$ cat config.mk
export PLATFORM = sky130hd
export DESIGN_NAME = countdown_timer
export DESIGN_NICKNAME = d
export VERILOG_FILES = /design/src/rtl/clock_pkg.sv /design/src/rtl/btn_edge.sv /design/src/rtl/countdown_timer.sv
export SDC_FILE = /design/constraint.sdc
export NUM_CORES = 1
export LEC_CHECK = 0
export CAP_MARGIN = 20
export CORE_ASPECT_RATIO = 0.7
export CORE_MARGIN = 3
export CORE_UTILIZATION = 30
export CTS_CLUSTER_DIAMETER = 200
export CTS_CLUSTER_SIZE = 10
export DETAILED_ROUTE_END_ITERATION = 10
export PLACE_DENSITY_LB_ADDON = 0.08
export SETUP_SLACK_MARGIN = 0.02
export SLEW_MARGIN = 20
export SYNTH_ARGS = -nofsm -noshare
export SYNTH_HDL_FRONTEND = slang
export SYNTH_SLANG_ARGS = --single-unit
$ cat constraint.sdc
create_clock -name clk -period 4.37 [get_ports clk]
set_input_delay 0.437 -clock clk [delete_from_list [all_inputs] [get_ports clk]]
set_output_delay 0.437 -clock clk [all_outputs]
set_load 0.02 [all_outputs]
$ cat src/rtl/clock_pkg.sv
// Shared definitions for the digital clock blocks: countdown timer state
// encoding, default preset limits and BCD digit width.
package clock_pkg;

   // Countdown timer states
   localparam logic [1:0] ST_SET   = 2'd0;
   localparam logic [1:0] ST_RUN   = 2'd1;
   localparam logic [1:0] ST_PAUSE = 2'd2;
   localparam logic [1:0] ST_ALARM = 2'd3;

   localparam int MAX_MIN_DEF = 99;
   localparam int MAX_SEC_DEF = 59;
   localparam int BCD_W       = 4;
   localparam int CNT_W       = 7;

   // Split a 0..99 binary value into {tens, ones} BCD digits
   function automatic logic [2*BCD_W-1:0] bcd_split(input logic [CNT_W-1:0] v);
      return {BCD_W'(v / CNT_W'(10)), BCD_W'(v % CNT_W'(10))};
   endfunction

endpackage

$ cat src/rtl/btn_edge.sv
// Rising-edge pulse generator for one raw button level. The pulse is
// registered, so it appears the cycle after the first high sample.
module btn_edge (
   input  logic clk,
   input  logic reset,
   input  logic btn,
   output logic pulse
);

   logic prev;

   // Track previous level and flag a 0->1 transition
   always_ff @(posedge clk) begin
      // NOTE: non-blocking assignments so prev and pulse both see the old prev.
      if (reset) begin
         prev  <= 1'b0;
         pulse <= 1'b0;
      end else begin
         prev  <= btn;
         pulse <= btn & ~prev;
      end
   end

endmodule

$ cat src/rtl/countdown_timer.sv
// Down-counting MM:SS timer with button preset, start/pause, clear and a
// bounded alarm. Outputs four BCD digits for the display mux.
// Optional build macro TMR_AUTO_RELOAD_EN: on reaching 00:00 in RUN, pulse
// alarm for one cycle, reload from the preset and keep running.
module countdown_timer
   import clock_pkg::*;
#(
   parameter int MAX_MIN     = MAX_MIN_DEF,
   parameter int MAX_SEC     = MAX_SEC_DEF,
   parameter int ALARM_TICKS = 10
) (
   input  logic       clk,
   input  logic       reset,
   input  logic       enb,
   input  logic       mode_en,
   input  logic       btn_start,
   input  logic       btn_clear,
   input  logic       btn_min,
   input  logic       btn_sec,
   output logic [3:0] tm_min1,
   output logic [3:0] tm_min2,
   output logic [3:0] tm_sec1,
   output logic [3:0] tm_sec2,
   output logic       running,
   output logic       alarm
);

   localparam logic [CNT_W-1:0] MAX_MIN_C = CNT_W'(MAX_MIN);
   localparam logic [CNT_W-1:0] MAX_SEC_C = CNT_W'(MAX_SEC);
   localparam logic [CNT_W-1:0] SEC_WRAP  = CNT_W'(59);   // borrow reload while counting
   localparam int               TW        = $clog2(ALARM_TICKS + 1);
   localparam logic [TW-1:0]    TICK_LAST = TW'(ALARM_TICKS - 1);

   logic p_start, p_clear, p_min, p_sec;

   btn_edge u_start (.clk(clk), .reset(reset), .btn(btn_start), .pulse(p_start));
   btn_edge u_clear (.clk(clk), .reset(reset), .btn(btn_clear), .pulse(p_clear));
   btn_edge u_min   (.clk(clk), .reset(reset), .btn(btn_min),   .pulse(p_min));
   btn_edge u_sec   (.clk(clk), .reset(reset), .btn(btn_sec),   .pulse(p_sec));

   logic [1:0]       state, state_nx;
   logic [CNT_W-1:0] preset_min, preset_min_nx;
   logic [CNT_W-1:0] preset_sec, preset_sec_nx;
   logic [CNT_W-1:0] cnt_min, cnt_min_nx;
   logic [CNT_W-1:0] cnt_sec, cnt_sec_nx;
   logic [TW-1:0]    tick_cnt, tick_nx;
   logic             reload_flag, reload_nx;
   logic             preset_zero, cnt_one, any_pulse;

   assign preset_zero = (preset_min == '0) && (preset_sec == '0);
   assign cnt_one     = (cnt_min == '0) && (cnt_sec == CNT_W'(1));
   assign any_pulse   = p_start | p_clear | p_min | p_sec;

   // Next-state logic: clear > start > enb decrement > min/sec
   always_comb begin
      // NOTE: every output gets a default first so no path infers a latch.
      state_nx      = state;
      preset_min_nx = preset_min;
      preset_sec_nx = preset_sec;
      cnt_min_nx    = cnt_min;
      cnt_sec_nx    = cnt_sec;
      tick_nx       = tick_cnt;
      reload_nx     = 1'b0;
      case (state)
         ST_SET: begin
            if (!p_clear) begin
               if (p_start && !preset_zero) begin
                  state_nx = ST_RUN;
               end else begin
                  if (p_min) preset_min_nx = (preset_min == MAX_MIN_C) ? '0 : preset_min + CNT_W'(1);
                  if (p_sec) preset_sec_nx = (preset_sec == MAX_SEC_C) ? '0 : preset_sec + CNT_W'(1);
               end
            end
            // The count mirrors the preset, so entering RUN loads it implicitly
            cnt_min_nx = preset_min_nx;
            cnt_sec_nx = preset_sec_nx;
         end
         ST_RUN: begin
            if (p_clear) begin
               state_nx   = ST_SET;
               cnt_min_nx = preset_min;
               cnt_sec_nx = preset_sec;
            end else if (p_start) begin
               state_nx = ST_PAUSE;
            end else if (enb) begin
               if (cnt_one) begin
`ifdef TMR_AUTO_RELOAD_EN
                  cnt_min_nx = preset_min;
                  cnt_sec_nx = preset_sec;
                  reload_nx  = 1'b1;
`else
                  cnt_min_nx = '0;
                  cnt_sec_nx = '0;
                  tick_nx    = '0;
                  state_nx   = ST_ALARM;
`endif
               end else if (cnt_sec == '0) begin
                  cnt_sec_nx = SEC_WRAP;
                  cnt_min_nx = cnt_min - CNT_W'(1);
               end else begin
                  cnt_sec_nx = cnt_sec - CNT_W'(1);
               end
            end
         end
         ST_PAUSE: begin
            if (p_clear) begin
               state_nx   = ST_SET;
               cnt_min_nx = preset_min;
               cnt_sec_nx = preset_sec;
            end else if (p_start) begin
               state_nx = ST_RUN;
            end
         end
         ST_ALARM: begin
            if (any_pulse || (enb && tick_cnt == TICK_LAST)) begin
               state_nx   = ST_SET;
               cnt_min_nx = preset_min;
               cnt_sec_nx = preset_sec;
            end else if (enb) begin
               tick_nx = tick_cnt + TW'(1);
            end
         end
         default: state_nx = ST_SET;
      endcase
   end

   // State, counters and registered outputs; everything freezes when mode_en is low
   always_ff @(posedge clk) begin
      if (reset) begin
         state       <= ST_SET;
         preset_min  <= '0;
         preset_sec  <= '0;
         cnt_min     <= '0;
         cnt_sec     <= '0;
         tick_cnt    <= '0;
         reload_flag <= 1'b0;
         tm_min1     <= '0;
         tm_min2     <= '0;
         tm_sec1     <= '0;
         tm_sec2     <= '0;
         running     <= 1'b0;
         alarm       <= 1'b0;
      end else if (mode_en) begin
         state              <= state_nx;
         preset_min         <= preset_min_nx;
         preset_sec         <= preset_sec_nx;
         cnt_min            <= cnt_min_nx;
         cnt_sec            <= cnt_sec_nx;
         tick_cnt           <= tick_nx;
         reload_flag        <= reload_nx;
         {tm_min1, tm_min2} <= bcd_split(cnt_min);
         {tm_sec1, tm_sec2} <= bcd_split(cnt_sec);
         running            <= (state == ST_RUN);
         alarm              <= (state == ST_ALARM) || reload_flag;
      end
   end

endmodule

Word-level counts from Yosys, hierarchy flattened --
Cells that the tools add are included.
Storage, ports and cells: bits in registers 60, word-level logic and storage cells 121, output and inout bits 18, input port bits 8
Cells by class: eq/ne operators 23, reductions and logical operators 17, $add $sub $neg 5, bitwise gates (word level) 11, div/mod/pow operators 4, mux-type cells 41
Operator list (number):
- $mux 7 | 22
- $pmux 7 s4 | 2
- $logic_not 7->1 | 4
- $mux 4 | 6
- $mux 2 | 9
- $ne 2x2->1 const B | 9
- $add 7x1->7 const B | 2
- $div 7x4->7 const B | 2
- $mod 7x4->7 const B | 2
- $sub 7x1->7 const B | 2
- $ne 4x2->1 const B | 2
- $pmux 2 s4 | 1
- $pmux 4 s2 | 1
- $reduce_and 8->1 | 1
- $eq 7x1->1 const B | 1
- $eq 7x6->1 const B | 1
- $eq 7x7->1 const B | 1
- $reduce_and 7->1 | 1
- $ne 3x2->1 const B | 2
- $reduce_and 6->1 | 1
- $reduce_and 5->1 | 1
- $add 4x1->4 const B | 1
- $and 1x1->1 | 4
- $eq 2x2->1 const B | 2
- 13 further kinds | 21

Longest topological paths before layout --
depth in word-level cells 7, depth in mapped cells 14, mapped depth without buffers 12

By module --
A second synthesis with hierarchy kept.
Unflattened totals: cell total of the unflattened synthesis 526, area total of the unflattened synthesis 4070.2 µm²
Modules (own cells, without submodules):
- countdown_timer | times used 1, area each 3834.9 µm², cells an instance 510
- btn_edge | times used 4, area each 58.8 µm², cells an instance 4

Worst setup path before layout --
Ideal clock, no wire load.
path kind register to register, start register cnt_min[5], end register tm_min2[1], arrival 2932 ps, library setup time 122 ps, setup slack 1316 ps, cell stages (with the launch flop) 13, buffers on the path 2, required time 4248 ps, period minus slack after synthesis 3054 ps, cell sequence dfxtp_1 > clkbuf_1 > nor3b_1 > o22ai_1 > a31oi_1 > xor2_1 > ha_1 > clkbuf_1 > and2_1 > o32ai_1 > a2111oi_1 > nor4_1 > a311o_1
On the way: cells in the longest elaborated chain, start to end 1
RTL lines:
- start: declaration | line countdown_timer.sv:44 | logic [CNT_W-1:0] cnt_min, cnt_min_nx;
- start signal: assignment | line countdown_timer.sv:147 | cnt_min <= cnt_min_nx;
- $mod 7x4->7 | line clock_pkg.sv:18 | return {BCD_W'(v / CNT_W'(10)), BCD_W'(v % CNT_W'(10))};
- end signal: assignment | line countdown_timer.sv:151 | {tm_min1, tm_min2} <= bcd_split(cnt_min);
- end: declaration | line countdown_timer.sv:21 | output logic [3:0] tm_min2,
Every way passes these cells. A chain may end at the register's enable or synchronous reset.

Worst setup path after layout --
Same ends and word-level chain as after synthesis.

==> key figures <==
Synthesis
  • Simple-gate portion of the synthesized area: 0.2818
  • Warnings from Yosys: 0
  • Multiplexer share of the synthesized area: 0.04802
  • Fraction of the yosys area taken by sequential cells: 0.2899
  • Number of register bits inferred by synthesis: 60
  • Count of different cell masters after synthesis: 71
  • Share of the synthesized area in compound gates (AO/OA/AOI/OAI): 0.2434
  • Largest family of logic cells by synthesized area: simple AND/OR/NAND/NOR gates
  • Synth Area per Inst: 7.758 um^2
  • Post-synth top flop: sky130_fd_sc_hd__dfxtp_1
  • Total standard cell area after synthesis: 0.004143 mm^2
  • Cells after Synth: 534
  • Number of synthesized flops with an enable pin: 0
  • Arithmetic-cell share of the synthesized area counting full adders, half adders and majority gates: 0.04228
  • Post-synth ARST share: 0
  • Total nets after synthesis: 556
  • Fraction of synthesized cell area in xor and xnor cells: 0.02748

STA
  • Hold Worst Slack: 0.3826 ns
  • Max-slew violation count: 0
  • RSZ-0062 raised after global routing: false
  • Period utilization: 0.8565
  • Peak Freq: 267.2 MHz
  • Worst setup slack after layout: 0.6271 ns
  • Final hold vios: 0
  • Total of endpoints with negative setup slack in the final report: 0
  • Relative max-transition margin: 0.3948
  • Maximum clock skew at final layout: 0.008050 ns
  • Post-layout min period: 3.743 ns
  • Setup TNS: 0 ns
  • Least-Margin Pin Slew: 0.8983 ns

Finish
  • Net count, final: 558
  • Number of diodes: 0
  • Final Util: 0.3574
  • Post-route cell area: 0.004758 mm^2
  • Fraction of final layout cells with drive strength greater than 1: 0.08148
  • Non-filler instance count after layout: 725
  • Layout area overhead: 14.86%

Floorplanning
  • Site Rows: 35
  • Die Width: 146.5 um
  • Die area: 0.01528 mm^2
  • Placeable Area: 0.01331 mm^2
  • Floorplan die height: 104.3 um
  • Initial Util: 0.3112
  • I/O pin cnt: 26

CTS
  • CTS H-tree lvls: 3
  • Number of hold-repair buffers added at the cts stage: 0
  • Number of buffers on the longest clock path: 2
  • Clk root buf: sky130_fd_sc_hd__clkbuf_16
  • Resized Gates After CTS: 0
  • Worst skew pair latency: 0.33 ns
  • Number of clock sinks: 60
  • CTS tree: yes
  • Clock transition at path regs: 0.05 ns
  • Total CTS buffers: 9
  • Number of buffers added for setup after CTS: 0

Worst setup path
  • Slowest stage delay, CP: 0.72 ns
  • Worst R2R Setup Slack: 0.63 ns
  • Standard cell with the maximum stage delay on the critical path: sky130_fd_sc_hd__a2111oi_1
  • Setup crit start kind: flip-flop
  • CP Cell Sequence: nor3b_1 -> o22ai_1 -> a31oi_1 -> xor2_1 -> ha_1 -> inv_1 -> o311a_1 -> a2111oi_1 -> nor4_1 -> a311o_1
  • Buffers plus inverters on the worst setup path: 1
  • Crit Path Class: flip-flop to flip-flop
  • Critical Path Start: cnt_min[5]
  • Beginning of the worst register-to-register path: cnt_min[5]
  • Family with the most delay on the worst path: compound AO/OA/AOI/OAI gates
  • Largest fanout on the critical path: 21
  • WP data arrival: 3.96 ns
  • Type of element capturing the critical path: flip-flop
  • Required time reported for the critical path endpoint: 4.59 ns

GRT
  • Met1 capacity usage during global routing: 0.2559
  • Number of global-route vias before repair: 3634
  • Total routing resource utilization after global routing: 0.1622
  • Met3 usage: 0.04007
  • Initial antenna violation count: 0
  • Largest net degree at the start of global routing: 44
  • Remaining Overflow, GRT: 0
  • Global-route wire length before repair: 20.04 mm
  • M2 GR Usage: 0.2139
  • GRT busiest layer: met1

Routing
  • Vias per cell: 5.492
  • Number of optimization iterations in the first detailed-route pass: 5
  • Antenna viol nets, final: 0
  • Detail-routed net length per standard cell: 16.64 um
  • DRC: 0
  • Number of design-rule violations left by the first detailed-router iteration: 309
  • Detailed Route WL: 12.07 mm
  • Total number of vias: 3982

Place
  • Placed Instance Area: 0.004454 mm^2
  • Count of buffers from port buffering: 25
  • Setup slack after placement: 0.6899 ns
  • Placer Congestion: 0.7901
  • Dpl cells: 710
  • Detailed placer's ending HPWL: 8.425 mm

Worst hold path
  • Hold path startpoint: u_start.prev
  • Path category of the worst min-delay check: flip-flop to flip-flop

Flow run
  • Reported max-cap violation count: 0

Power
  • Cell Pwr Density: 346.0 mW/mm^2
  • Final Total Pwr: 1.646 mW
  • Static leakage: 1.757 nW
  • Max rail drop VDD: 0.0001857 V

Run status
  • Result of the run: finished clean
==> power breakdown <==
part	internal, mW	switching, mW
Clock	0.485	0.247
Combinational	0.124	0.170
Sequential	0.575	0.0455
==> synth_stat cells (5+ instances only) <==
library cell / n / share of area
sky130_fd_sc_hd__dfxtp_1: 60 / 0.29
sky130_fd_sc_hd__nor2_1: 51 / 0.046
sky130_fd_sc_hd__o21ai_0: 42 / 0.051
sky130_fd_sc_hd__nand2_1: 41 / 0.037
sky130_fd_sc_hd__a21oi_1: 37 / 0.045
sky130_fd_sc_hd__clkbuf_1: 25 / 0.023
sky130_fd_sc_hd__inv_1: 18 / 0.016
sky130_fd_sc_hd__nor2b_1: 17 / 0.026
sky130_fd_sc_hd__nor3_1: 17 / 0.021
sky130_fd_sc_hd__nand2b_1: 15 / 0.023
sky130_fd_sc_hd__ha_1: 14 / 0.042
sky130_fd_sc_hd__nand3_1: 14 / 0.017
sky130_fd_sc_hd__a31oi_1: 12 / 0.018
sky130_fd_sc_hd__mux2i_1: 12 / 0.029
sky130_fd_sc_hd__a211oi_1: 8 / 0.014
sky130_fd_sc_hd__a311oi_1: 8 / 0.017
sky130_fd_sc_hd__a221oi_1: 7 / 0.015
sky130_fd_sc_hd__mux2_2: 7 / 0.019
sky130_fd_sc_hd__nor3b_1: 7 / 0.013
sky130_fd_sc_hd__or3_1: 7 / 0.011
sky130_fd_sc_hd__xor2_1: 7 / 0.015
sky130_fd_sc_hd__xnor2_1: 6 / 0.013
sky130_fd_sc_hd__and2_1: 5 / 0.0076
sky130_fd_sc_hd__and3_1: 5 / 0.0076
sky130_fd_sc_hd__buf_2: 5 / 0.0060
sky130_fd_sc_hd__o22ai_1: 5 / 0.0076
==> final cells by class <==
| cell class | count | area (um^2) |
|---|---|---|
| tap | 185 | 231.5 |
| clock inverter | 1 | 30.03 |
| sequential | 60 | 1201 |
| inverter | 18 | 67.56 |
| timing repair buffer | 31 | 290.3 |
| multi-input combinational | 416 | 2664 |
| clock buffer | 14 | 274.0 |
| fill | 1421 | 8554 |
==> path summary, 6_finish.rpt <==
path	end	depth (start not counted)
worst min register to register	u_start.pulse	1
worst max register to register	tm_min2[1]	10
worst max-delay path	tm_min2[1]	10
worst min-delay path	u_start.pulse	1
==> sequential cells by signal, summed over array words and instances (netlist names), 7 cells and up <==
name and flops:
preset_min 7, cnt_sec 7, preset_sec 7, cnt_min 7
==> logic make-up after synthesis <==
logic type | after synthesis
compound gates | 153
flops | 60
buf+inv | 58
simple gates | 217
mux | 19
fa+ha+maj | 14
xor+xnor | 13
==> metal layers <==
| layer | vias to the layer above | wire (um) |
|---|---|---|
| met2 | 78 | 4734 |
| met1 | 1944 | 6692 |
| li1 | 1948 | - |
| met3 | 12 | 530 |
| met5 | - | 0 |
| met4 | 0 | 108 |
==> worst reg2reg max path, cell delays in order (launching register included) <==
cell and delay, ns:
sky130_fd_sc_hd__dfxtp_1 0.71, sky130_fd_sc_hd__nor3b_1 0.34, sky130_fd_sc_hd__o22ai_1 0.13, sky130_fd_sc_hd__a31oi_1 0.26, sky130_fd_sc_hd__xor2_1 0.22, sky130_fd_sc_hd__ha_1 0.39, sky130_fd_sc_hd__inv_1 0.07, sky130_fd_sc_hd__o311a_1 0.35
sky130_fd_sc_hd__a2111oi_1 0.72, sky130_fd_sc_hd__nor4_1 0.09, sky130_fd_sc_hd__a311o_1 0.34
==> placed cells by master, fill, tap and decap left out, drive strengths merged, types with 15 or more instances in the layout <==
cell type      netlist  layout
inv                 18      18
a21oi               37      37
clkdlybuf4s50        0      24
nor3                17      17
nand2               41      41
nor2                51      51
nand2b              15      15
nor2b               17      17
o21ai               43      43
nand3               15      15
dfxtp               60      60
(Power assumes the default switching activity.)
